File: config.mk
export PLATFORM = sky130hd
export DESIGN_NAME = qam_symbol_ctrl
export DESIGN_NICKNAME = d
export VERILOG_FILES = /design/src/rtl/qam_pkg.sv /design/src/rtl/qam_sample_timer.sv /design/src/rtl/qam_symbol_ctrl.sv
export SDC_FILE = /design/constraint.sdc
export NUM_CORES = 1
export LEC_CHECK = 0
export ABC_AREA = 1
export BUFFER_PORTS_ARGS = -buffer_cell sky130_fd_sc_hd__buf_4
export CELL_PAD_IN_SITES_DETAIL_PLACEMENT = 0
export CELL_PAD_IN_SITES_GLOBAL_PLACEMENT = 1
export CORE_MARGIN = 2
export CORE_UTILIZATION = 39
export DETAILED_ROUTE_END_ITERATION = 16
export PLACE_DENSITY = 0.77
export SLEW_MARGIN = 25
export SYNTH_ARGS = -nofsm -noshare
export SYNTH_HDL_FRONTEND = slang
export SYNTH_SLANG_ARGS = --single-unit
File: constraint.sdc
create_clock -name clk -period 1.64 [get_ports clk]
set_input_delay 0.164 -clock clk [delete_from_list [all_inputs] [get_ports clk]]
set_output_delay 0.164 -clock clk [all_outputs]
set_load 0.01 [all_outputs]
File: src/rtl/qam_pkg.sv
// qam_pkg: types and default constants shared by the QAM transmit chain
// (symbol controller, sine/cosine LUT and mixer).
package qam_pkg;

    // Bits per symbol: {sin sign, cos sign}.
    localparam int unsigned SYM_W = 2;

    // Default clk cycles per LUT sample and LUT samples per symbol.
    localparam int unsigned DEF_SAMPLE_DIV      = 4;
    localparam int unsigned DEF_SAMPLES_PER_SYM = 32;

    typedef enum logic [1:0] {
        IDLE     = 2'd0,
        PRIME    = 2'd1,
        RUN      = 2'd2,
        STOPPING = 2'd3
    } qam_state_e;

    // The sample timer runs only while symbols are on the air.
    function automatic logic is_running(input qam_state_e s);
        return (s == RUN) || (s == STOPPING);
    endfunction

endpackage

File: src/rtl/qam_sample_timer.sv
// qam_sample_timer: prescaler plus phase counter. Emits the LUT sample
// strobe, the sample index within the symbol and the symbol boundary.
module qam_sample_timer
    import qam_pkg::*;
#(
    parameter int unsigned SAMPLE_DIV      = DEF_SAMPLE_DIV,
    parameter int unsigned SAMPLES_PER_SYM = DEF_SAMPLES_PER_SYM,
    parameter int unsigned PHASE_W         = $clog2(SAMPLES_PER_SYM)
) (
    input  logic               clk,
    input  logic               rst,
    input  logic               run_i,       // controller is running this cycle
    input  logic               run_next_i,  // controller will be running next cycle
    output logic               sample_en_o,
    output logic [PHASE_W-1:0] phase_o,
    output logic               boundary_o
);

    localparam int unsigned PRE_W = (SAMPLE_DIV > 1) ? $clog2(SAMPLE_DIV) : 1;
    localparam logic [PRE_W-1:0]   PRE_LAST   = PRE_W'(SAMPLE_DIV - 1);
    localparam logic [PHASE_W-1:0] PHASE_LAST = PHASE_W'(SAMPLES_PER_SYM - 1);

    logic [PRE_W-1:0]   pre_q, pre_d;
    logic [PHASE_W-1:0] phase_q, phase_d;
    logic               sample_en_q, sample_en_d;
    logic               keep;

    // Next count values; the strobe is computed from the next prescaler value so
    // that it is high exactly in the cycle whose registered count is SAMPLE_DIV-1.
    always_comb begin
        keep        = run_i && run_next_i;
        pre_d       = '0;
        phase_d     = '0;
        sample_en_d = 1'b0;
        if (keep) begin
            pre_d   = (pre_q == PRE_LAST) ? '0 : pre_q + 1'b1;
            phase_d = sample_en_q ? phase_q + 1'b1 : phase_q;
        end
        sample_en_d = run_next_i && (pre_d == PRE_LAST);
    end

    // Counter registers with synchronous active-low reset.
    always_ff @(posedge clk) begin
        if (!rst) begin
            pre_q       <= '0;
            phase_q     <= '0;
            sample_en_q <= 1'b0;
        end else begin
            pre_q       <= pre_d;
            phase_q     <= phase_d;
            sample_en_q <= sample_en_d;
        end
    end

    assign sample_en_o = sample_en_q;
    assign phase_o     = phase_q;
    assign boundary_o  = sample_en_q && (phase_q == PHASE_LAST);

endmodule

File: src/rtl/qam_symbol_ctrl.sv
// qam_symbol_ctrl: QAM symbol scheduler. Pulls serial bits over valid/ready,
// packs bit pairs into 2-bit sign symbols and releases them to the mixer only
// on carrier-period boundaries.
// Optional macro QAM_CTRL_UNDERRUN_CNT_EN adds the saturating underrun_cnt port.
module qam_symbol_ctrl
    import qam_pkg::*;
#(
    parameter int unsigned SAMPLE_DIV      = DEF_SAMPLE_DIV,
    parameter int unsigned SAMPLES_PER_SYM = DEF_SAMPLES_PER_SYM,
    parameter int unsigned PHASE_W         = $clog2(SAMPLES_PER_SYM)
) (
    input  logic               clk,
    input  logic               rst,
    input  logic               start,
    input  logic               stop,
    input  logic               bit_valid,
    input  logic               bit_data,
    output logic               bit_ready,
    output logic               sample_en,
    output logic [PHASE_W-1:0] phase,
    output logic [SYM_W-1:0]   sym_out,
    output logic               sym_valid,
    output logic               busy,
    output logic               underrun
`ifdef QAM_CTRL_UNDERRUN_CNT_EN
    ,
    output logic [7:0]         underrun_cnt
`endif
);

    qam_state_e       state_q, state_d;
    logic [SYM_W-1:0] buf_q, buf_d;
    logic [1:0]       cnt_q, cnt_d;
    logic [SYM_W-1:0] sym_q, sym_d;
    logic             sym_valid_q, sym_valid_d;
    logic             busy_q;
    logic             underrun_q, underrun_d;
`ifdef QAM_CTRL_UNDERRUN_CNT_EN
    logic [7:0]       ucnt_q, ucnt_d;
`endif

    logic             accept;
    logic             boundary;

    qam_sample_timer #(
        .SAMPLE_DIV      (SAMPLE_DIV),
        .SAMPLES_PER_SYM (SAMPLES_PER_SYM),
        .PHASE_W         (PHASE_W)
    ) u_timer (
        .clk         (clk),
        .rst         (rst),
        .run_i       (is_running(state_q)),
        .run_next_i  (is_running(state_d)),
        .sample_en_o (sample_en),
        .phase_o     (phase),
        .boundary_o  (boundary)
    );

    assign bit_ready = ((state_q == PRIME) || (state_q == RUN)) && (cnt_q != 2'd2);
    assign accept    = bit_valid && bit_ready;

    // Next-state logic for the controller FSM, bit buffer and symbol register.
    always_comb begin
        state_d     = state_q;
        buf_d       = buf_q;
        cnt_d       = cnt_q;
        sym_d       = sym_q;
        sym_valid_d = sym_valid_q;
        underrun_d  = underrun_q;
`ifdef QAM_CTRL_UNDERRUN_CNT_EN
        ucnt_d      = ucnt_q;
`endif
        // An accepted bit always appends: a full buffer blocks acceptance, so
        // this never collides with a buffer clear, and on an underrun boundary
        // the partial bits are kept and extended.
        if (accept) begin
            buf_d = {buf_q[0], bit_data};
            cnt_d = cnt_q + 2'd1;
        end
        unique case (state_q)
            IDLE: begin
                if (start) begin
                    state_d    = PRIME;
                    buf_d      = '0;
                    cnt_d      = '0;
                    underrun_d = 1'b0;
`ifdef QAM_CTRL_UNDERRUN_CNT_EN
                    ucnt_d     = '0;
`endif
                end
            end
            PRIME: begin
                if (cnt_q == 2'd2) begin
                    state_d     = RUN;
                    sym_d       = buf_q;
                    sym_valid_d = 1'b1;
                    buf_d       = '0;
                    cnt_d       = '0;
                end
            end
            RUN: begin
                if (boundary) begin
                    if (cnt_q == 2'd2) begin
                        sym_d = buf_q;
                        buf_d = '0;
                        cnt_d = '0;
                    end else begin
                        underrun_d = 1'b1;
`ifdef QAM_CTRL_UNDERRUN_CNT_EN
                        if (ucnt_q != '1) ucnt_d = ucnt_q + 8'd1;
`endif
                    end
                end
                if (stop) state_d = STOPPING;
            end
            STOPPING: begin
                if (boundary) begin
                    state_d     = IDLE;
                    sym_valid_d = 1'b0;
                    sym_d       = '0;
                    buf_d       = '0;
                    cnt_d       = '0;
                end
            end
            default: state_d = IDLE;
        endcase
    end

    // Controller registers with synchronous active-low reset.
    always_ff @(posedge clk) begin
        if (!rst) begin
            state_q     <= IDLE;
            buf_q       <= '0;
            cnt_q       <= '0;
            sym_q       <= '0;
            sym_valid_q <= 1'b0;
            busy_q      <= 1'b0;
            underrun_q  <= 1'b0;
`ifdef QAM_CTRL_UNDERRUN_CNT_EN
            ucnt_q      <= '0;
`endif
        end else begin
            state_q     <= state_d;
            buf_q       <= buf_d;
            cnt_q       <= cnt_d;
            sym_q       <= sym_d;
            sym_valid_q <= sym_valid_d;
            busy_q      <= (state_d != IDLE);
            underrun_q  <= underrun_d;
`ifdef QAM_CTRL_UNDERRUN_CNT_EN
            ucnt_q      <= ucnt_d;
`endif
        end
    end

    assign sym_out   = sym_q;
    assign sym_valid = sym_valid_q;
    assign busy      = busy_q;
    assign underrun  = underrun_q;
`ifdef QAM_CTRL_UNDERRUN_CNT_EN
    assign underrun_cnt = ucnt_q;
`endif

endmodule

* After elaboration in Yosys (flattened, before gate mapping)
Cells that the tools add are included.
** Cells by class
- Add/sub/neg operators :: 3
- Equality and inequality tests :: 15
- Multiplexer cells :: 30
- Reduce and logical (&&, ||, !) cells :: 17
** Operators by type and width (number)
- 2-bit 2-to-1 mux :: 19
- 2-bit case mux with 4 select lines :: 3
- 2-bit == test, second input constant :: 7
- 2-bit inequality test, second input constant :: 5
- 2-bit case mux with 3 select lines :: 1
- 3-bit AND reduction :: 2
- 2-bit nonzero test :: 3
- 5-bit by 1-bit adder with 5-bit output, second input constant :: 1
- 5-bit == test, second input constant :: 1
- 1-bit logical AND :: 5
- 1-bit 2-to-1 mux :: 5
- 2-bit by 1-bit adder with 2-bit output, second input constant :: 2
- 1-bit case mux with 2 select lines :: 2
- 4-bit AND reduction :: 1
- 1-bit logical OR :: 3
- 3-bit nonzero test :: 1
- 2-bit by 1-bit == test with 1-bit output, second input constant :: 1
- 2-bit logical NOT :: 1
- 2-bit by 1-bit inequality test with 1-bit output, second input constant :: 1
- 2-bit AND reduction :: 1
** Storage, ports and cells
- Bits in registers :: 19
- Input port bits :: 6
- Output and inout bits :: 12
- Logic and storage cells :: 75

* Logic depth before layout (Yosys ltp)
- Depth after elaboration :: 10
- Mapped depth :: 10
- Mapped depth without buffers :: 10

* By module
Synthesis repeated with hierarchy kept, for this count alone.
** Second synthesis, totals
- Cell total of the unflattened synthesis :: 132
- Area, all modules :: 984.7 um2
** By module, submodules not included
- qam_symbol_ctrl :: times used 1, cells an instance 90, area each 616.8 um2, seq. area each 220.2 um2
- qam_sample_timer :: times used 1, cells an instance 42, area each 367.9 um2, seq. area each 160.2 um2

* Least setup slack after synthesis
Ideal clock, no wire load.
- Kind :: flip-flop to flip-flop
- Start :: register u_timer.phase_q[0], in the netlist u_timer.phase_o[0]
- End :: register u_timer.phase_q[0], in the netlist u_timer.phase_o[0]
- Setup time :: 0.065 ns
- Arrival time :: 1.448 ns
- Required time :: 1.575 ns
- Slack :: 0.127 ns
- Cell stages (with the launch flop) :: 11
- Path buffers :: 0
- Period minus slack after synthesis :: 1.513 ns
- Cells stage by stage :: dfxtp_1 -> ha_1 -> and3_1 -> ha_1 -> nand2_4 -> nand3_1 -> nand3_1 -> nand2_1 -> nand2_2 -> nand3_2 -> nor2_1
** Between the ends
- Word-level cells in the longest chain between the ends :: 8
- Elaborated cells on any way between the ends :: 10
- Those cells by class :: add/sub: 1; eq/ne: 3; mux: 2; reduce/logical: 4
** RTL lines
- start: declaration :: RTL line qam_sample_timer.sv:24 : logic [PHASE_W-1:0] phase_q, phase_d;
- start signal: assignment :: RTL line qam_sample_timer.sv:50 : phase_q <= phase_d;
- 5-bit == test :: RTL line qam_sample_timer.sv:57 : assign boundary_o = sample_en_q && (phase_q == PHASE_LAST);
- 1-bit logical AND :: RTL line qam_sample_timer.sv:57
- 2-bit 2-to-1 mux :: RTL line qam_symbol_ctrl.sv:117 : if (boundary) begin
- 2-bit case mux with 4 select lines :: RTL line qam_symbol_ctrl.sv:80 : unique case (state_q)
- 2-bit == test :: RTL line qam_pkg.sv:21 : return (s == RUN) || (s == STOPPING);
- 1-bit logical OR :: RTL line qam_pkg.sv:21
- 1-bit logical AND :: RTL line qam_sample_timer.sv:31 : keep = run_i && run_next_i;
- 2-bit AND reduction (no line)
Several ways; a longest one is shown, not always the timed one.
A chain may end at the register's enable or synchronous reset.

* Worst setup path after layout
Same ends and word-level chain as after synthesis.

==> out/metrics.cfg <==
[yosys]
synth-warning-count = 0
synthArstFlopShare_pct = 0
seq_area_frac_synth_pct = 41.0
avgSynthCellArea_um2 = 8.43
syn_inst = 110
netlist_area_um2 = 927
ys_seq_elements = 19
yosys.cell_types.count = 26
synth_edf_count = 0
synth_nets = 124
synth_flop_cell = dfxtp_1

[power_and_ir_drop]
clkPwrFrac_pct = 27.5
p_leak_uw = 0.000549
netSwitchingPower_uw = 198
swShare_pct = 24.3
ir_drop_uv = 393
internal_power_uw = 617
power_density_nw_per_um2 = 705
power_uw = 815
comb_power_share_pct = 13.0
power.share.sequential_pct = 59.4

[sta]
period_share_pct = 94.0
hold_viol_final = 0
fin_crit_ns = 1.54
tns_ns = 0
fmax_mhz = 648
slew_headroom_pct = 76.3
maxSlewViolCount = 0
setup_viol = 0
clock_skew_ns = 0.00311
layout_setup_ws_ns = 0.0979
worst_pin_slew_ns = 0.356

[routing]
drtAntennaViolNets = 0
wl_per_cell_um = 10.4
finalWirelength_um = 1660
vias = 740
drc_errors = 0
drtIter0Drc = 6
dr.pass1.iters = 4
via_per_inst = 4.63

[cells_and_area]
drive_above_1_share_pct = 31.8
num-fill-cells = 225
multi_input_area_um2 = 507
final_common_cell = buf_4
synthToLayoutAreaGrowth_pct = 24.7
stdcell_count = 160
layout.nets = 147
final_cell_mix = buf_4 (19), dfxtp_1 (15), inv_1 (14)
fin_util_pct = 51.8
seqCellArea_um2 = 385
diodes = 0

[place]
dp_cells = 156
port_buffers = 17
place.gp.congestion = 0.797
dp_hpwl_um = 1320
place_ws_ns = 0.0727

[setup_path]
reg2reg_slack_ns = 0.1
crit_required_ns = 1.86
cp-end-kind = register
crit_fanout = 6
criticalPathCategory = register to register
critPathLaunchType = register
rr_startpoint = u_timer.phase_o[0]$_SDFFE_PN0P_
worst_ep_arrival_time_ns = 1.76
rr_worst_depth = 10
worst_r2r_endpoint = u_timer.phase_o[0]$_SDFFE_PN0P_

[worst_hold_path]
min_to = buf_q[0]$_SDFF_PN0_
hp-class = input port to register
hp-start = bit_data
min_path_cells = 3

[clock_tree]
postCtsSetupBuffers = 0
cts_tree = done
cts_made_buffers = 3
htreeDepth = 1
clock_latency_ns = 0.28
post_cts_resized = 0
clk_path_buf_depth = 2
clk_pin_slew_ns = 0.10
hold_buffers = 0
cts-root-buf = clkbuf_4
clock_sinks = 19

[global_route]
grt_pass1_wl_um = 2890
grt.total_usage_pct = 14.1
grt_max_degree = 11
antenna_found_initial = 0
gr-total-overflow = 0
grt_pass1_vias = 675

[floorplan]
die_h_um = 52.8
fp.dieW_um = 52.8
start_util_pct = 41.5
core_area_um2 = 2230
die-area_um2 = 2780
std_cell_rows = 17
io_pins = 18

[run]
maxCapViolations = 0

[run_status]
status = finished clean

routing by layer:
metal  up-vias  global-route usage [%]  wire length [µm]
met4         0                    5.13                14
li1        402                       -                 -
met2         9                    22.5               787
met1       327                    18.2               804
met5         -                       0                 0
met3         2                    3.43                53
stage by stage:
stage / hold slack [ns] / instance area (µm²)
6_report: 0.115 / 1160
5_1_grt: 0.129 / 1160
4_1_cts: 0.112 / 1120
3_5_place_dp: 0.416 / 1090
3_3_place_gp: 0.398 / 1090
2_1_floorplan: 0.294 / 927
final cells by class:
type	instances	area share, %
clock buffers	4	2.27
well taps	28	3.03
repair buffers	19	12.3
multi-input cells	74	43.8
flip-flops and latches	19	33.3
inverters	16	5.19
Yosys cell counts (2+ instances only):
library cell / n / area, µm²
nand2_2: 4 / 25.0
a21oi_1: 4 / 20.0
nand3_1: 5 / 25.0
nor2_1: 16 / 60.1
inv_2: 2 / 7.51
mux2i_1: 5 / 50.1
dfxtp_1: 19 / 380
xor2_1: 3 / 26.3
nand2_1: 11 / 41.3
ha_1: 8 / 100
inv_1: 14 / 52.6
o21ai_0: 4 / 20.0
nand4_1: 2 / 12.5
worst max-delay path: stages, from the launching register on:
cell and delay (ns):
dfxtp_2 0.33, ha_2 0.17, and3_1 0.18, ha_2 0.18, nand2_4 0.08, nand3_1 0.07
nand3_1 0.07, nand2_1 0.06, nand2_2 0.11, nand3_4 0.11, nor2_1 0.11
power groups by stage:
stage / clock network, µW / registers [µW] / logic, µW
finish: 225 / 485 / 106
global route: 263 / 487 / 120
CTS: 241 / 484 / 104
detailed placement: 0 / 495 / 104
global placement: 0 / 494 / 103
floorplan: 0 / 497 / 60.7
how the worst max path moves through the flow:
| stage | endpoint | cells past startpoint | startpoint | slack, ns |
|---|---|---|---|---|
| final | u_timer.phase_o[0]$_SDFFE_PN0P_ | 10 | u_timer.phase_o[0]$_SDFFE_PN0P_ | 0.1 |
| after global routing | u_timer.phase_o[0]$_SDFFE_PN0P_ | 10 | u_timer.phase_o[0]$_SDFFE_PN0P_ | -0.001 |
| after CTS | u_timer.pre_q[0]$_SDFF_PN0_ | 10 | u_timer.phase_o[0]$_SDFFE_PN0P_ | 0.05 |
| after detailed placement | u_timer.pre_q[0]$_SDFF_PN0_ | 10 | u_timer.phase_o[0]$_SDFFE_PN0P_ | 0.07 |
| after global placement | u_timer.phase_o[4]$_SDFFE_PN0P_ | 10 | u_timer.phase_o[0]$_SDFFE_PN0P_ | 0.1 |
| after floorplan | u_timer.phase_o[0]$_SDFFE_PN0P_ | 10 | u_timer.phase_o[0]$_SDFFE_PN0P_ | 0.13 |
state kept, by name, indices dropped and copies added, names as in the netlist:
signal / flops
state_q: 2
buf_q: 2
cnt_q: 2
busy: 1
u_timer.pre_q: 2
u_timer.phase_o: 5
underrun: 1
sym_out: 2
sym_valid: 1
u_timer.sample_en_o: 1
cell families after synthesis:
kind of cell / count (synthesis) / synth area share (%)
muxes: 5 / 5.40
AOI/OAI and AO/OA: 15 / 10.1
DFF: 19 / 41.0
buffers and inverters: 17 / 7.69
and+or+nand+nor: 42 / 21.2
xor gates and xnor gates: 4 / 3.78
adders and majority gates: 8 / 10.8
Power figures use the tool's default switching activity.
